<file path="config.mk">
export PLATFORM = sky130hd
export DESIGN_NAME = dino_game_engine_flat
export DESIGN_NICKNAME = d
export VERILOG_FILES = /design/src/rtl/dino_game_if.sv /design/src/rtl/dino_game_engine.sv /design/src/flat_wrapper.sv
export SDC_FILE = /design/constraint.sdc
export NUM_CORES = 1
export LEC_CHECK = 0
export ABC_AREA = 1
export CAP_MARGIN = 20
export CORE_UTILIZATION = 60
export DETAILED_ROUTE_END_ITERATION = 16
export PLACE_DENSITY = 0.81
export SYNTH_ARGS = -nofsm -noshare
export SYNTH_HDL_FRONTEND = slang
export SYNTH_SLANG_ARGS = --single-unit
</file>
<file path="constraint.sdc">
create_clock -name CLK_27MHZ -period 7.6 [get_ports CLK_27MHZ]
set_input_delay 1.52 -clock CLK_27MHZ [delete_from_list [all_inputs] [get_ports CLK_27MHZ]]
set_output_delay 1.52 -clock CLK_27MHZ [all_outputs]
set_load 0.05 [all_outputs]
</file>
<file path="src/rtl/dino_game_if.sv">
// Engine-side bundle: frame/score strobes, player input, render byte bus and game status.
// Master drives the strobes, button, jumpOffset and pixelIndex; the engine (slave) returns the rest.
interface dino_game_if;
  logic        frame_tick;
  logic        score_tick;
  logic        button;
  logic        jumpOffset;
  logic [9:0]  pixelIndex;
  logic [7:0]  patternByte;
  logic        gameon;
  logic [1:0]  state;
  logic [15:0] score_bcd;
  logic [15:0] hi_bcd;
  logic [2:0]  speed;

  modport master (
    output frame_tick, score_tick, button, jumpOffset, pixelIndex,
    input  patternByte, gameon, state, score_bcd, hi_bcd, speed
  );
  modport slave (
    input  frame_tick, score_tick, button, jumpOffset, pixelIndex,
    output patternByte, gameon, state, score_bcd, hi_bcd, speed
  );
endinterface

</file>
<file path="src/rtl/dino_game_engine.sv">
// Dino game engine: START/PLAY/OVER FSM, scrolling obstacles, BCD score and page-mode OLED renderer.
// Render latency 1 cycle; no backpressure, every strobe acts in the cycle it arrives.
module dino_game_engine #(
  parameter int              NUM_OBS        = 2,
  parameter int              SCREEN_W       = 128,
  parameter int              CAT_X          = 40,
  parameter int              CAT_W          = 16,
  parameter int              OBS_W          = 8,
  parameter int              SPEED_INIT     = 1,
  parameter int              SPEED_MAX      = 4,
  parameter int              MIN_GAP        = 48,
  parameter int              HOLDOFF_FRAMES = 16,
  parameter logic [15:0]     LFSR_SEED      = 16'hACE1
) (
  input  logic     CLK_27MHZ,
  input  logic     rst_n,
  dino_game_if.slave io
);

  typedef enum logic [1:0] {ST_START = 2'b00, ST_PLAY = 2'b01, ST_OVER = 2'b10} state_e;

  localparam logic [7:0] SPAWN_RE = 8'(SCREEN_W + OBS_W);
  localparam logic [7:0] OBS_W8   = 8'(OBS_W);
  localparam logic [7:0] CAT_L    = 8'(CAT_X);
  localparam logic [7:0] CAT_R    = 8'(CAT_X + CAT_W);
  localparam logic [7:0] COL_LO   = 8'(CAT_X + 1);
  localparam logic [7:0] COL_HI   = 8'(CAT_X + CAT_W + OBS_W - 1);
  localparam logic [7:0] GAP8     = 8'(MIN_GAP);
  localparam logic [7:0] HOLD8    = 8'(HOLDOFF_FRAMES);
  localparam logic [2:0] SPD_INIT = 3'(SPEED_INIT);
  localparam logic [2:0] SPD_MAX  = 3'(SPEED_MAX);
  localparam logic [127:0] CAT_TOP = 128'h0000_C0E0_F0F8_F8F0_C0C0_C0E0_F8FC_7C18;
  localparam logic [127:0] CAT_BOT = 128'h0000_070F_FFFF_FF0F_0F0F_0FFF_FFFF_0F03;

  state_e               state_q, state_d;
  logic [15:0]          score_q, score_d, hi_q, hi_d, lfsr_q, lfsr_d;
  logic [2:0]           speed_q, speed_d;
  logic [7:0]           spawn_cnt_q, spawn_cnt_d, hold_cnt_q, hold_cnt_d, pat_q, pat_d;
  logic                 prev_btn_q, prev_btn_d;
  logic [NUM_OBS-1:0]   act_q, act_d;
  logic [7:0]           re_q [NUM_OBS];
  logic [7:0]           re_d [NUM_OBS];
  logic                 btn_edge, collide, spawned, obs_hit;
  logic [2:0]           page, cat_pg;
  logic [7:0]           col8;

  function automatic logic [15:0] bcd_inc(input logic [15:0] v);
    logic [15:0] r;
    logic        c;
    r = v;
    c = 1'b1;
    for (int k = 0; k < 4; k++) begin
      if (c) begin
        if (r[4*k +: 4] == 4'd9) r[4*k +: 4] = 4'd0;
        else begin
          r[4*k +: 4] = r[4*k +: 4] + 4'd1;
          c = 1'b0;
        end
      end
    end
    return r;
  endfunction

  // 5x7 font, column-major, LSB at top; codes 0-9 digits, 10-14 "SCORE", 15 colon.
  function automatic logic [7:0] glyph(input logic [3:0] code, input logic [2:0] sub);
    logic [39:0] g;
    case (code)
      4'd0:    g = 40'h3E5149453E;
      4'd1:    g = 40'h00427F4000;
      4'd2:    g = 40'h4261514946;
      4'd3:    g = 40'h2141454B31;
      4'd4:    g = 40'h1814127F10;
      4'd5:    g = 40'h2745454539;
      4'd6:    g = 40'h3C4A494930;
      4'd7:    g = 40'h0171090503;
      4'd8:    g = 40'h3649494936;
      4'd9:    g = 40'h064949291E;
      4'd10:   g = 40'h4649494931;
      4'd11:   g = 40'h3E41414122;
      4'd12:   g = 40'h3E4141413E;
      4'd13:   g = 40'h7F09192946;
      4'd14:   g = 40'h7F49494941;
      default: g = 40'h0036360000;
    endcase
    case (sub)
      3'd0:    return g[39:32];
      3'd1:    return g[31:24];
      3'd2:    return g[23:16];
      3'd3:    return g[15:8];
      3'd4:    return g[7:0];
      default: return 8'h00;
    endcase
  endfunction

  function automatic logic [7:0] label_byte(input logic [7:0] off);
    logic [3:0] code;
    case (off / 8'd6)
      8'd0:    code = 4'd10;
      8'd1:    code = 4'd11;
      8'd2:    code = 4'd12;
      8'd3:    code = 4'd13;
      8'd4:    code = 4'd14;
      default: code = 4'd15;
    endcase
    return glyph(code, 3'(off % 8'd6));
  endfunction

  // off counts from the first digit column; 8 columns per digit, MSD first.
  function automatic logic [7:0] digit_byte(input logic [15:0] v, input logic [7:0] off);
    logic [3:0] d;
    case (off / 8'd8)
      8'd0:    d = v[15:12];
      8'd1:    d = v[11:8];
      8'd2:    d = v[7:4];
      default: d = v[3:0];
    endcase
    return glyph(d, 3'(off));
  endfunction

  function automatic logic [7:0] image_byte(input logic [2:0] pg, input logic [7:0] c);
    if (c == 8'd0 || c == 8'(SCREEN_W - 1)) return 8'hFF;
    if (pg == 3'd0) return 8'h01;
    if (pg == 3'd7) return 8'h80;
    if (pg == 3'd3 && c >= 8'd32 && c < 8'd96) return c[2] ? 8'h3C : 8'h18;
    return 8'h00;
  endfunction

  always_comb begin
    collide = 1'b0;
    for (int i = 0; i < NUM_OBS; i++)
      if (act_q[i] && re_q[i] >= COL_LO && re_q[i] <= COL_HI) collide = 1'b1;
    if (io.jumpOffset) collide = 1'b0;
  end

  always_comb begin
    state_d     = state_q;
    score_d     = score_q;
    hi_d        = hi_q;
    speed_d     = speed_q;
    spawn_cnt_d = spawn_cnt_q;
    hold_cnt_d  = hold_cnt_q;
    prev_btn_d  = prev_btn_q;
    act_d       = act_q;
    re_d        = re_q;
    spawned     = 1'b0;
    lfsr_d      = {lfsr_q[14:0], lfsr_q[15] ^ lfsr_q[13] ^ lfsr_q[12] ^ lfsr_q[10]};
    btn_edge    = prev_btn_q & ~io.button;

    if (io.score_tick && state_q == ST_PLAY && score_q != 16'h9999) begin
      score_d = bcd_inc(score_q);
      if (score_d[7:0] == 8'h00 && speed_q < SPD_MAX) speed_d = speed_q + 3'd1;
    end

    if (io.frame_tick) begin
      prev_btn_d = io.button;
      case (state_q)
        ST_START: begin
          if (btn_edge) begin
            state_d     = ST_PLAY;
            score_d     = '0;
            speed_d     = SPD_INIT;
            act_d       = '0;
            spawn_cnt_d = GAP8;
          end
        end
        ST_PLAY: begin
          if (collide) begin
            state_d    = ST_OVER;
            hold_cnt_d = HOLD8;
            if (score_q > hi_q) hi_d = score_q;
          end else begin
            for (int i = 0; i < NUM_OBS; i++) begin
              if (act_q[i]) begin
                if (re_q[i] <= {5'b0, speed_q}) act_d[i] = 1'b0;
                else re_d[i] = re_q[i] - {5'b0, speed_q};
              end
            end
            if (spawn_cnt_q != 8'd0) spawn_cnt_d = spawn_cnt_q - 8'd1;
            else begin
              // A slot vacated this same tick is already eligible.
              for (int i = 0; i < NUM_OBS; i++) begin
                if (!spawned && !act_d[i]) begin
                  spawned  = 1'b1;
                  act_d[i] = 1'b1;
                  re_d[i]  = SPAWN_RE;
                end
              end
              if (spawned) spawn_cnt_d = GAP8 + {2'b00, lfsr_q[5:0]};
            end
          end
        end
        ST_OVER: begin
          if (hold_cnt_q != 8'd0) hold_cnt_d = hold_cnt_q - 8'd1;
          else if (btn_edge) state_d = ST_START;
        end
        default: state_d = ST_START;
      endcase
    end
  end

  assign page   = io.pixelIndex[9:7];
  assign col8   = {1'b0, io.pixelIndex[6:0]};
  assign cat_pg = io.jumpOffset ? 3'd1 : 3'd4;

  always_comb begin
    obs_hit = 1'b0;
    for (int i = 0; i < NUM_OBS; i++)
      if (act_q[i] && (col8 + OBS_W8 >= re_q[i]) && (col8 < re_q[i])) obs_hit = 1'b1;
  end

  always_comb begin
    pat_d = 8'h00;
    if (state_q != ST_PLAY) begin
      pat_d = image_byte(page, col8);
      if (state_q == ST_OVER && page == 3'd0 && col8 >= 8'd85 && col8 <= 8'd116)
        pat_d = pat_d | digit_byte(hi_q, col8 - 8'd85);
    end else if (page == 3'd6) begin
      pat_d = 8'hF0;
    end else if (page == 3'd0) begin
      if (col8 >= 8'd49 && col8 <= 8'd82) pat_d = label_byte(col8 - 8'd49);
      else if (col8 >= 8'd85 && col8 <= 8'd116) pat_d = digit_byte(score_q, col8 - 8'd85);
    end else if ((page == cat_pg || page == cat_pg + 3'd1) && col8 >= CAT_L && col8 < CAT_R) begin
      pat_d = 8'((page == cat_pg ? CAT_TOP : CAT_BOT) >> {4'd15 - 4'(col8 - CAT_L), 3'b000});
    end else if (page == 3'd5 && obs_hit) begin
      pat_d = 8'hFF;
    end
  end

  always_ff @(posedge CLK_27MHZ or negedge rst_n) begin
    if (!rst_n) begin
      state_q     <= ST_START;
      score_q     <= '0;
      hi_q        <= '0;
      speed_q     <= SPD_INIT;
      spawn_cnt_q <= '0;
      hold_cnt_q  <= '0;
      prev_btn_q  <= 1'b1;
      lfsr_q      <= LFSR_SEED;
      pat_q       <= '0;
      act_q       <= '0;
      for (int i = 0; i < NUM_OBS; i++) re_q[i] <= '0;
    end else begin
      state_q     <= state_d;
      score_q     <= score_d;
      hi_q        <= hi_d;
      speed_q     <= speed_d;
      spawn_cnt_q <= spawn_cnt_d;
      hold_cnt_q  <= hold_cnt_d;
      prev_btn_q  <= prev_btn_d;
      lfsr_q      <= lfsr_d;
      pat_q       <= pat_d;
      act_q       <= act_d;
      for (int i = 0; i < NUM_OBS; i++) re_q[i] <= re_d[i];
    end
  end

  assign io.patternByte = pat_q;
  assign io.gameon      = (state_q == ST_PLAY);
  assign io.state       = state_q;
  assign io.score_bcd   = score_q;
  assign io.hi_bcd      = hi_q;
  assign io.speed       = speed_q;

endmodule

</file>
<file path="src/flat_wrapper.sv">
// flat-port wrapper written by rule: the top's interface ports become plain ports
module dino_game_engine_flat 
#(
  parameter int              NUM_OBS        = 2,
  parameter int              SCREEN_W       = 128,
  parameter int              CAT_X          = 40,
  parameter int              CAT_W          = 16,
  parameter int              OBS_W          = 8,
  parameter int              SPEED_INIT     = 1,
  parameter int              SPEED_MAX      = 4,
  parameter int              MIN_GAP        = 48,
  parameter int              HOLDOFF_FRAMES = 16,
  parameter logic [15:0]     LFSR_SEED      = 16'hACE1
)
  (CLK_27MHZ, rst_n, io_frame_tick, io_score_tick, io_button, io_jumpOffset, io_pixelIndex, io_patternByte, io_gameon, io_state, io_score_bcd, io_hi_bcd, io_speed);
  dino_game_if io_i ();
  input  logic CLK_27MHZ;
  input  logic rst_n;
  input wire logic [$bits(io_i.frame_tick)-1:0] io_frame_tick;
  input wire logic [$bits(io_i.score_tick)-1:0] io_score_tick;
  input wire logic [$bits(io_i.button)-1:0] io_button;
  input wire logic [$bits(io_i.jumpOffset)-1:0] io_jumpOffset;
  input wire logic [$bits(io_i.pixelIndex)-1:0] io_pixelIndex;
  output wire logic [$bits(io_i.patternByte)-1:0] io_patternByte;
  output wire logic [$bits(io_i.gameon)-1:0] io_gameon;
  output wire logic [$bits(io_i.state)-1:0] io_state;
  output wire logic [$bits(io_i.score_bcd)-1:0] io_score_bcd;
  output wire logic [$bits(io_i.hi_bcd)-1:0] io_hi_bcd;
  output wire logic [$bits(io_i.speed)-1:0] io_speed;
  assign io_i.frame_tick = io_frame_tick;
  assign io_i.score_tick = io_score_tick;
  assign io_i.button = io_button;
  assign io_i.jumpOffset = io_jumpOffset;
  assign io_i.pixelIndex = io_pixelIndex;
  assign io_patternByte = io_i.patternByte;
  assign io_gameon = io_i.gameon;
  assign io_state = io_i.state;
  assign io_score_bcd = io_i.score_bcd;
  assign io_hi_bcd = io_i.hi_bcd;
  assign io_speed = io_i.speed;
  dino_game_engine #(.NUM_OBS(NUM_OBS), .SCREEN_W(SCREEN_W), .CAT_X(CAT_X), .CAT_W(CAT_W), .OBS_W(OBS_W), .SPEED_INIT(SPEED_INIT), .SPEED_MAX(SPEED_MAX), .MIN_GAP(MIN_GAP), .HOLDOFF_FRAMES(HOLDOFF_FRAMES), .LFSR_SEED(LFSR_SEED)) u_core (.CLK_27MHZ(CLK_27MHZ), .rst_n(rst_n), .io(io_i));
endmodule
</file>
# [After elaboration in Yosys (flattened, before gate mapping)]
# Memories as Yosys holds them, arrays and structs flattened.
# Index checks and enable logic that the tools add are counted.
[word_totals] mem_bits_ro=1680 memories=3 regBits=96 input_bits=16 wordCells=269 output_inout_bits=46
[op_classes] muxes=128 n_bitwise=7 shifts=1 n_addsub=16 reduce_logical=44 div_mod_pow=2 n_lt_le_gt_ge=20 eq_ne=36
[mem_list] memory="(no name shown)" words=16 width=35 rd=1 rd_ports_with_merged_regs=0 write_ports=0 line="dino_game_engine.sv:67" source="case (code)"
[mem_list] memory="(no name shown)" words=16 width=35 rd=1 rd_ports_with_merged_regs=0 write_ports=0 line="dino_game_engine.sv:67"
[mem_list] memory="(no name shown)" words=16 width=35 rd=1 rd_ports_with_merged_regs=0 write_ports=0 line="dino_game_engine.sv:67"
[op_table] cell="two-way mux 8 bit" count=31
[op_table] cell="right shift 128 x 7 -> 8 bit" count=1
[op_table] cell="case mux 8 bit (5 select lines)" count=3
[op_table] cell="two-way mux 112 bit" count=1
[op_table] cell="two-way mux 16 bit" count=5
[op_table] cell="two-way mux 4 bit" count=20
[op_table] cell="two-way mux 1 bit" count=48
[op_table] cell="zero test 8 bit" count=4
[op_table] cell="case mux 8 bit (2 select lines)" count=2
[op_table] cell="case mux 4 bit (3 select lines)" count=2
[op_table] cell="logical AND 1 bit" count=22
[op_table] cell="greater-or-equal comparator 7 x 6 -> 1 bit, second input constant" count=3
[op_table] cell="two-way mux 3 bit" count=6
[op_table] cell="adder 4 x 1 -> 4 bit, second input constant" count=4
[op_table] cell="equality test 4 bit, second input constant" count=4
[op_table] cell="equality test 8 x 2 -> 1 bit, second input constant" count=2
[op_table] cell="greater-or-equal comparator 8 x 6 -> 1 bit, second input constant" count=2
[op_table] cell="greater-or-equal comparator 8 bit" count=2
[op_table] cell="> comparator 16 bit" count=1
[op_table] cell="less-or-equal comparator 8 x 3 -> 1 bit" count=2
[op_table] cell="less-or-equal comparator 8 x 6 -> 1 bit, second input constant" count=2
[op_table] cell="< comparator 7 x 8 -> 1 bit" count=2
[op_table] cell="inequality test 16 bit, second input constant" count=1
[op_table] cell="nonzero test 8 bit" count=2
[op_table] cell="47 further kinds" count=82

# [Logic depth before layout (Yosys ltp)]
# Gate-level depths: netlist (run 1).
[logic_depth] ltp_word=25 ltp_mapped=33 mapped_depth_nobuf=33

# [Least setup slack after synthesis (run 1)]
# OpenSTA, ideal clock, no wires.
[synth_timing] path_kind="input-to-reg" from="input io_pixelIndex[0]" to="register u_core.pat_q[5] (netlist: u_core.io.patternByte[5])" path_buffers=1 required_ns=7.523 t_arrival_ns=4.538 cell_stages=27 slack_ns=2.985 setup_ns=0.077 path_cell_list="inv_1 -> ha_1 -> o21ai_2 -> xor2_1 -> inv_1 -> or2_1 -> nor2_1 -> nand2_2 -> nand2_2 -> buf_6 -> nor2_1 -> nor2_2 -> inv_1 -> ha_1 -> inv_1 -> nor2_1 -> clkinv_1 -> nand2_1 -> nand2_1 -> nand2_1 -> nand2_1 -> inv_1 -> o21ai_1 -> nand2_1 -> nand2_1 -> nand2_1 -> a21oi_1"
[synth_via] elab_chain_len=16 word_cells_on_any_way=100 classes_between="add/sub: 5; div: 2; order compare: 12; eq/ne: 15; shift: 1; mux: 42; bitwise: 1; reduce/logical: 19; memory: 3"
[synth_rtl] element="from (decl)" line="flat_wrapper.sv:23" source="input wire logic [$bits(io_i.pixelIndex)-1:0] io_pixelIndex;"
[synth_rtl] element="branches (longest 15 deep; another with memory read (16 x 35 bit))"
[synth_rtl] element="two-way mux 8 bit (*)" line="dino_game_engine.sv:213" source="if (state_q != ST_PLAY) begin"
[synth_rtl] element="named net u_core.pat_d[5]" line="dino_game_engine.sv:38" source="logic [7:0] spawn_cnt_q, spawn_cnt_d, hold_cnt_q, hold_cnt_d, pat_q, pat_d;"
[synth_rtl] element="to (signal assigned)" line="dino_game_engine.sv:251" source="pat_q <= pat_d;"
[synth_rtl] element="to (decl)" line="dino_game_engine.sv:38"
# Mark *: on every way through the listed nets, which the timed path passes. The select of a mux whose other input is x is not followed.
# A chain may end at the register's enable or synchronous reset.

# [Worst setup path after layout (run 1)]
[layout_timing] from="input io_pixelIndex[0]" to="register u_core.pat_q[2] (netlist: u_core.io.patternByte[2])"
# The elaborated chain is that of the path after synthesis.

==> flow_metrics.env, run 1 <==
export IMPL_outcome="finished, final reports clean"
export IMPL_synth_edf_count=0
export IMPL_drtPass1Iterations=5
export IMPL_dpl_hpwl_mm=18.5
export IMPL_antenna_found_initial=0
export IMPL_slowest_delay_ps=800
export IMPL_gp_congestion=0.979
export IMPL_wl_per_cell_microns=15.7
export IMPL_numCtsBuffers=9
export IMPL_cp_slowest_cell="clkdlybuf4s50_1"
export IMPL_fin_crit_ps=6110
export IMPL_rows=43
export IMPL_h_tree_depth=3
export IMPL_dpl_instance_area_sq_um=9560
export IMPL_drt_wl_total_mm=24.3
export IMPL_remaining_drc_errors=0
export IMPL_slew_viol_final=0
export IMPL_cts_tree="yes"
export IMPL_max_clock_freq_mhz=164
export IMPL_areaGrowthSynthToFinish_pct=11.9
export IMPL_ios=62
export IMPL_grt_usage=0.332
export IMPL_drt_iter0_markers=805
export IMPL_die_h_microns=123
export IMPL_vdd_drop_max_uv=256
export IMPL_path_cells="clkdlybuf4s50_1, inv_1, ha_1, o21ai_2, xor2_1, inv_1, or2_1, nor2_1, nand2_2, nand2_2, nor2_1, nor2_2, inv_1, ha_1, inv_1, nor2_1, o21ai_1, o21ai_1, o31ai_1, nand3_1, nand2_1, nand2_1"
export IMPL_setup_tns_final_ps=0
export IMPL_diodes=0
export IMPL_place_inst=1533
export IMPL_cts_buffer_depth=2
export IMPL_grt_ovfl_total=0
export IMPL_setup_violations_final=0
export IMPL_power_density_nw_per_um2=309
export IMPL_power_total_mw=3.05
export IMPL_path_clk_slew_ps=80
export IMPL_synth_cells=1311
export IMPL_skew_ps=16.3
export IMPL_syn_avg_cell_area_sq_um=6.72
export IMPL_utilization=0.700
export IMPL_async_flop_share=1.00
export IMPL_vias=9087
export IMPL_timing_hold_violations_final=0
export IMPL_post_cts_buffers=0
export IMPL_synth_distinct_cells=53
export IMPL_critical_path_arrival_ps=6360
export IMPL_yosys_warnings=0
export IMPL_io_buffer_count=61
export IMPL_die_w_microns=123
export IMPL_core_area_sq_um=14100
export IMPL_grt_start_max_net_pins=66
export IMPL_grt_pass1_wl_mm=39.5
export IMPL_cts_root_buf="clkbuf_16"
export IMPL_worstSetupStartpointType="input pin"
export IMPL_critPathMostFrequentCell="inv_1"
export IMPL_synth_ff_type="dfrtp_1"
export IMPL_rsz0062_at_grt="false"
export IMPL_relSlewSlack=0.317
export IMPL_worstSetupEndpointType="register"
export IMPL_synth_seq_area_share=0.274
export IMPL_cts_resized=0
export IMPL_fin_area_sq_um=9870
export IMPL_cts_hold_buffers_added=0
export IMPL_syn_area_sq_um=8810
export IMPL_period_share=0.803
export IMPL_ant_nets=0
export IMPL_drv_cap=0
export IMPL_ys_seq_elements=96
export IMPL_tightest_slew_ps=1020
export IMPL_start_util=0.625
export IMPL_grt_pass1_vias=8223
export IMPL_syn_nets=1418
export IMPL_leakagePower_nw=4.88
export IMPL_clock_sinks=96
export IMPL_insertion_delay_ps=360
export IMPL_final_cells=1549
export IMPL_via_per_inst=5.87
export IMPL_worstSetupPathType="in2reg"
export IMPL_crit_path_max_fanout=15
export IMPL_fin_nets=1471
export IMPL_dieArea_sq_um=15200
export IMPL_required_ps=7850
export IMPL_worstHoldPathType="reg2reg"
export IMPL_drive_above_1_share=0.0460
-- flip-flops by register name, summed over array words and instances (netlist names) --
name and cells:
u_core.act_q 2, u_core.hold_cnt_q 8, u_core.io.hi_bcd 16, u_core.io.patternByte 8, u_core.io.score_bcd 16, u_core.io.speed 3
u_core.io.state 2, u_core.lfsr_q 16, u_core.prev_btn_q 1, u_core.re_q 16, u_core.spawn_cnt_q 8
-- through the flow --
| step | worst slack (ps) | hold WS [ps] |
|---|---|---|
| after floorplan | 2990 | 331 |
| after global placement | 1200 | 344 |
| after detailed placement | 1230 | 340 |
| after CTS | 1580 | 356 |
| after global routing | 1070 | 355 |
| final | 1490 | 356 |
-- worst max-delay path: cells and delay by family --
family,cells,cell delay (ps)
AOI/OAI and AO/OA,4,750
xor gates and xnor gates,1,280
adders and majority gates,2,690
buffers and inverters,5,1600
and+or+nand+nor,10,1500
-- layout make-up --
class,instances,area (sq um)
flip-flops and latches,96,2410
clock buffers,9,225
repair buffers,66,646
well taps,180,225
multi-input cells,978,5470
inverters,213,800
clock inverters,7,81.3
fillers,1237,4230
-- synth_stat cells (6+ instances only) --
master	count	area, sq um
o211ai_1	13	97.6
nand2_1	284	1070
nand4_1	18	113
o2111ai_1	10	87.6
dfrtp_1	86	2150
o21bai_1	6	45.0
o21ai_0	91	455
nor4_1	6	37.5
clkbuf_1	12	45.0
ha_1	89	1110
inv_1	200	751
nand3_1	78	390
a21oi_1	101	505
o21ai_1	25	125
a31oi_1	9	56.3
inv_2	11	41.3
o22ai_1	14	87.6
buf_2	7	35.0
xnor2_1	6	52.6
nor3_1	27	135
nor2_1	124	465
xor2_1	14	123
dfstp_2	10	263
-- path summary, 6_finish.rpt --
kind,to,slack [ps],from,depth (start not counted)
min in group asynchronous,u_core.lfsr_q[14]$_DFF_PN0_,1080,rst_n,1
setup reg to reg,u_core.io.hi_bcd[12]$_DFFE_PN0P_,4270,u_core.io.state[1]$_DFFE_PN0P_,6
hold reg to reg,u_core.lfsr_q[7]$_DFF_PN1_,360,u_core.lfsr_q[6]$_DFF_PN1_,0
hold / removal,u_core.lfsr_q[7]$_DFF_PN1_,360,u_core.lfsr_q[6]$_DFF_PN1_,0
max in group asynchronous,u_core.io.patternByte[0]$_DFF_PN0_,5320,rst_n,2
setup / recovery,u_core.io.patternByte[2]$_DFF_PN0_,1490,io_pixelIndex[0],22
-- kinds of logic after synthesis --
| family | after synthesis | synth area share |
|---|---|---|
| adders and majority gates | 91 | 0.131 |
| buffers and inverters | 237 | 0.105 |
| DFF | 96 | 0.274 |
| AOI/OAI and AO/OA | 303 | 0.198 |
| and+or+nand+nor | 564 | 0.273 |
| xor gates and xnor gates | 20 | 0.0199 |
-- layer usage --
metal / track usage / up-vias / wire length (microns)
met5: 0 / - / 0
met4: 0.117 / 0 / 571
met3: 0.0457 / 54 / 1670
met2: 0.547 / 371 / 11400
met1: 0.446 / 4182 / 10600
li1: - / 4480 / -
-- power by group --
part           leakage (nW)  internal [mW]  switching (mW)
clock                 0.150          0.236           0.237
sequential             1.22          0.645           0.153
combinational          3.51          0.585            1.19
-- placed cells by master, fill, tap and decap left out, types with 9 or more instances in the layout --
master             n
a21oi_1          101
a31oi_1            9
clkbuf_16          9
clkdlybuf4s50_1   60
dfrtp_1           86
dfstp_2           10
ha_1              89
inv_1            200
inv_2             11
nand2_1          284
nand3_1           78
nand4_1           18
nor2_1           124
nor3_1            27
o2111ai_1         10
o211ai_1          13
o21ai_0           91
o21ai_1           25
o22ai_1           14
xor2_1            14
No activity file was read; power rests on OpenSTA's default activity.
==> inputs of run 2 (changes only) <==
--- a/config.mk
+++ b/config.mk
@@ -7,9 +7,9 @@
 export LEC_CHECK = 0
 export ABC_AREA = 1
 export CAP_MARGIN = 20
-export CORE_UTILIZATION = 60
+export CORE_UTILIZATION = 55
 export DETAILED_ROUTE_END_ITERATION = 16
-export PLACE_DENSITY = 0.81
+export PLACE_DENSITY = 0.78
 export SYNTH_ARGS = -nofsm -noshare
 export SYNTH_HDL_FRONTEND = slang
 export SYNTH_SLANG_ARGS = --single-unit
==> constraint.sdc (replaced) <==
create_clock -name CLK_27MHZ -period 5.3 [get_ports CLK_27MHZ]
set_input_delay 1.06 -clock CLK_27MHZ [delete_from_list [all_inputs] [get_ports CLK_27MHZ]]
set_output_delay 1.06 -clock CLK_27MHZ [all_outputs]
set_load 0.05 [all_outputs]
==> run 2 against run 1 <==
Against the previous run: count of clock-buffer cells in the layout unchanged; core utilization down 5.0 points; sequential share of layout area down 0.40 points; cell count up 2.9%; first-iteration DRC count up 11%; sequential power up 43%; critical path type unchanged.
==> flow_metrics.env, run 2 (synthesized netlist as in run 1, its figures left out) <==
export IMPL_power_density_nw_per_um2=443
export IMPL_power_total_mw=4.44
export IMPL_drv_cap=0
export IMPL_die_h_microns=129
export IMPL_setup_tns_final_ps=0
export IMPL_gp_congestion=1.03
export IMPL_cts_buffer_depth=2
export IMPL_io_buffer_count=61
export IMPL_vdd_drop_max_uv=328
export IMPL_grt_usage=0.312
export IMPL_p_int_mw=2.21
export IMPL_required_ps=5530
export IMPL_cts_resized=0
export IMPL_multiInputGateArea_sq_um=5470
export IMPL_fin_nets=1485
export IMPL_insertion_delay_ps=350
export IMPL_wl_per_cell_microns=15.6
export IMPL_clock_sinks=96
export IMPL_power_frac_seq=0.257
export IMPL_slew_viol_final=0
export IMPL_grt_ovfl_total=0
export IMPL_h_tree_depth=3
export IMPL_die_w_microns=129
export IMPL_grt_start_max_net_pins=52
export IMPL_numCtsBuffers=9
export IMPL_remaining_drc_errors=0
export IMPL_slowest_delay_ps=470
export IMPL_ant_nets=0
export IMPL_critPathMostFrequentCell="nand2_1"
export IMPL_reg2reg_depth=12
export IMPL_cts_root_buf="clkbuf_16"
export IMPL_place_inst=1578
export IMPL_dpl_hpwl_mm=19.2
export IMPL_hold_depth=0
export IMPL_cts_tree="yes"
export IMPL_fin_area_sq_um=10000
export IMPL_ios=62
export IMPL_drt_iter0_markers=892
export IMPL_antenna_found_initial=0
export IMPL_drtPass1Iterations=5
export IMPL_max_clock_freq_mhz=208
export IMPL_rows=45
export IMPL_worstSetupStartpointType="input pin"
export IMPL_path_clk_slew_ps=70
export IMPL_dpl_instance_area_sq_um=9700
export IMPL_power_switching_mw=2.24
export IMPL_outcome="finished, final reports clean"
export IMPL_post_cts_buffers=0
export IMPL_seqCellArea_sq_um=2410
export IMPL_grt_pass1_vias=8684
export IMPL_fillers=1453
export IMPL_final_cells=1594
export IMPL_combinationalPowerShare=0.580
export IMPL_timing_hold_violations_final=0
export IMPL_setup_violations_final=0
export IMPL_diodes=0
export IMPL_drive_above_1_share=0.0557
export IMPL_worstSetupEndpointType="register"
export IMPL_layout_commonest_cell="nand2_1"
export IMPL_sw_frac_of_total=0.503
export IMPL_layout_common_cells="nand2_1 (284), inv_1 (200), nor2_1 (124)"
export IMPL_rsz0062_at_grt="false"
export IMPL_pwr_share_clk=0.163
export IMPL_dieArea_sq_um=16500
export IMPL_period_share=0.909
export IMPL_crit_path_max_fanout=10
export IMPL_relSlewSlack=0.330
export IMPL_worstSetupPathType="in2reg"
export IMPL_cp_slowest_cell="clkdlybuf4s50_1"
export IMPL_areaGrowthSynthToFinish_pct=13.8
export IMPL_grt_pass1_wl_mm=41.2
export IMPL_path_cells="clkdlybuf4s50_1, inv_1, ha_1, o21ai_2, xor2_1, inv_1, or2_1, nor2_1, nand2_2, nand2_2, nor2_1, nor2_2, inv_1, ha_1, nand2_1, nand2_1, nand2_1, a21oi_1, nor3_1, o21ai_1, nand2_1, nand2_1, nand2_1, a21oi_1"
export IMPL_start_util=0.571
export IMPL_cts_hold_buffers_added=0
export IMPL_critical_path_arrival_ps=5040
export IMPL_leakagePower_nw=4.96
export IMPL_skew_ps=8.67
export IMPL_fin_crit_ps=4820
export IMPL_core_area_sq_um=15400
export IMPL_drt_wl_total_mm=24.9
export IMPL_worstHoldPathType="reg2reg"
export IMPL_via_per_inst=5.74
export IMPL_vias=9156
export IMPL_tightest_slew_ps=1000
run 2: cell count changes in the layout (fill, tap and decap cells not counted), sizes merged:
cell    before  now
buf          6   20
bufinv       0    2
clkinv       5    4
inv        215  214
run 2: stage by stage:
stage	hold slack, ps	worst slack, ps	util
2_1_floorplan	331	1150	-
3_3_place_gp	334	296	0.629
3_5_place_dp	343	201	0.629
4_1_cts	357	546	0.650
5_1_grt	358	88.8	0.650
6_report	356	483	0.650
run 2: power by group through the flow:
| stage | Combinational (mW) | Sequential, mW | Clock, mW |
|---|---|---|---|
| final | 2.58 | 1.14 | 0.723 |
| after floorplan | 1.60 | 1.36 | 0 |
| after detailed placement | 2.52 | 1.15 | 0 |
| after global placement | 2.49 | 1.15 | 0 |
| after global routing | 2.88 | 1.17 | 0.763 |
| after CTS | 2.54 | 1.14 | 0.739 |
run 2: area by class of cell:
cell class	count	share of cell area
Inverter	213	0.0797
Multi-Input combinational cell	978	0.546
Timing Repair Buffer	80	0.0748
Clock buffer	9	0.0225
Tap cell	211	0.0263
Clock inverter	7	0.0102
Sequential cell	96	0.241
run 2: path summary, 6_finish.rpt:
| kind | slack, ps | from | endpoint |
|---|---|---|---|
| max | 480 | io_pixelIndex[0] | u_core.io.patternByte[5]$_DFF_PN0_ |
| min | 360 | u_core.lfsr_q[6]$_DFF_PN1_ | u_core.lfsr_q[7]$_DFF_PN1_ |
| max reg2reg | 1960 | u_core.re_q[11]$_DFFE_PN0P_ | u_core.spawn_cnt_q[1]$_DFFE_PN0P_ |
| min reg2reg | 360 | u_core.lfsr_q[6]$_DFF_PN1_ | u_core.lfsr_q[7]$_DFF_PN1_ |
| max in group asynchronous | 3490 | rst_n | u_core.io.hi_bcd[7]$_DFFE_PN0P_ |
| min in group asynchronous | 740 | rst_n | u_core.hold_cnt_q[5]$_DFFE_PN0P_ |
run 2: metal layers:
layer	vias up	global-route usage	wire (microns)
met5	-	0	0
met4	0	0.136	761
met3	68	0.0374	1420
met2	382	0.506	11300
met1	4200	0.420	11400
li1	4506	-	-
run 2: critical path: cells and delay by family:
kind	cells	cell delay [ps]
compound gates	4	450
simple gates	13	1880
fa+ha+maj	2	520
buf+inv	4	820
xor+xnor	1	280
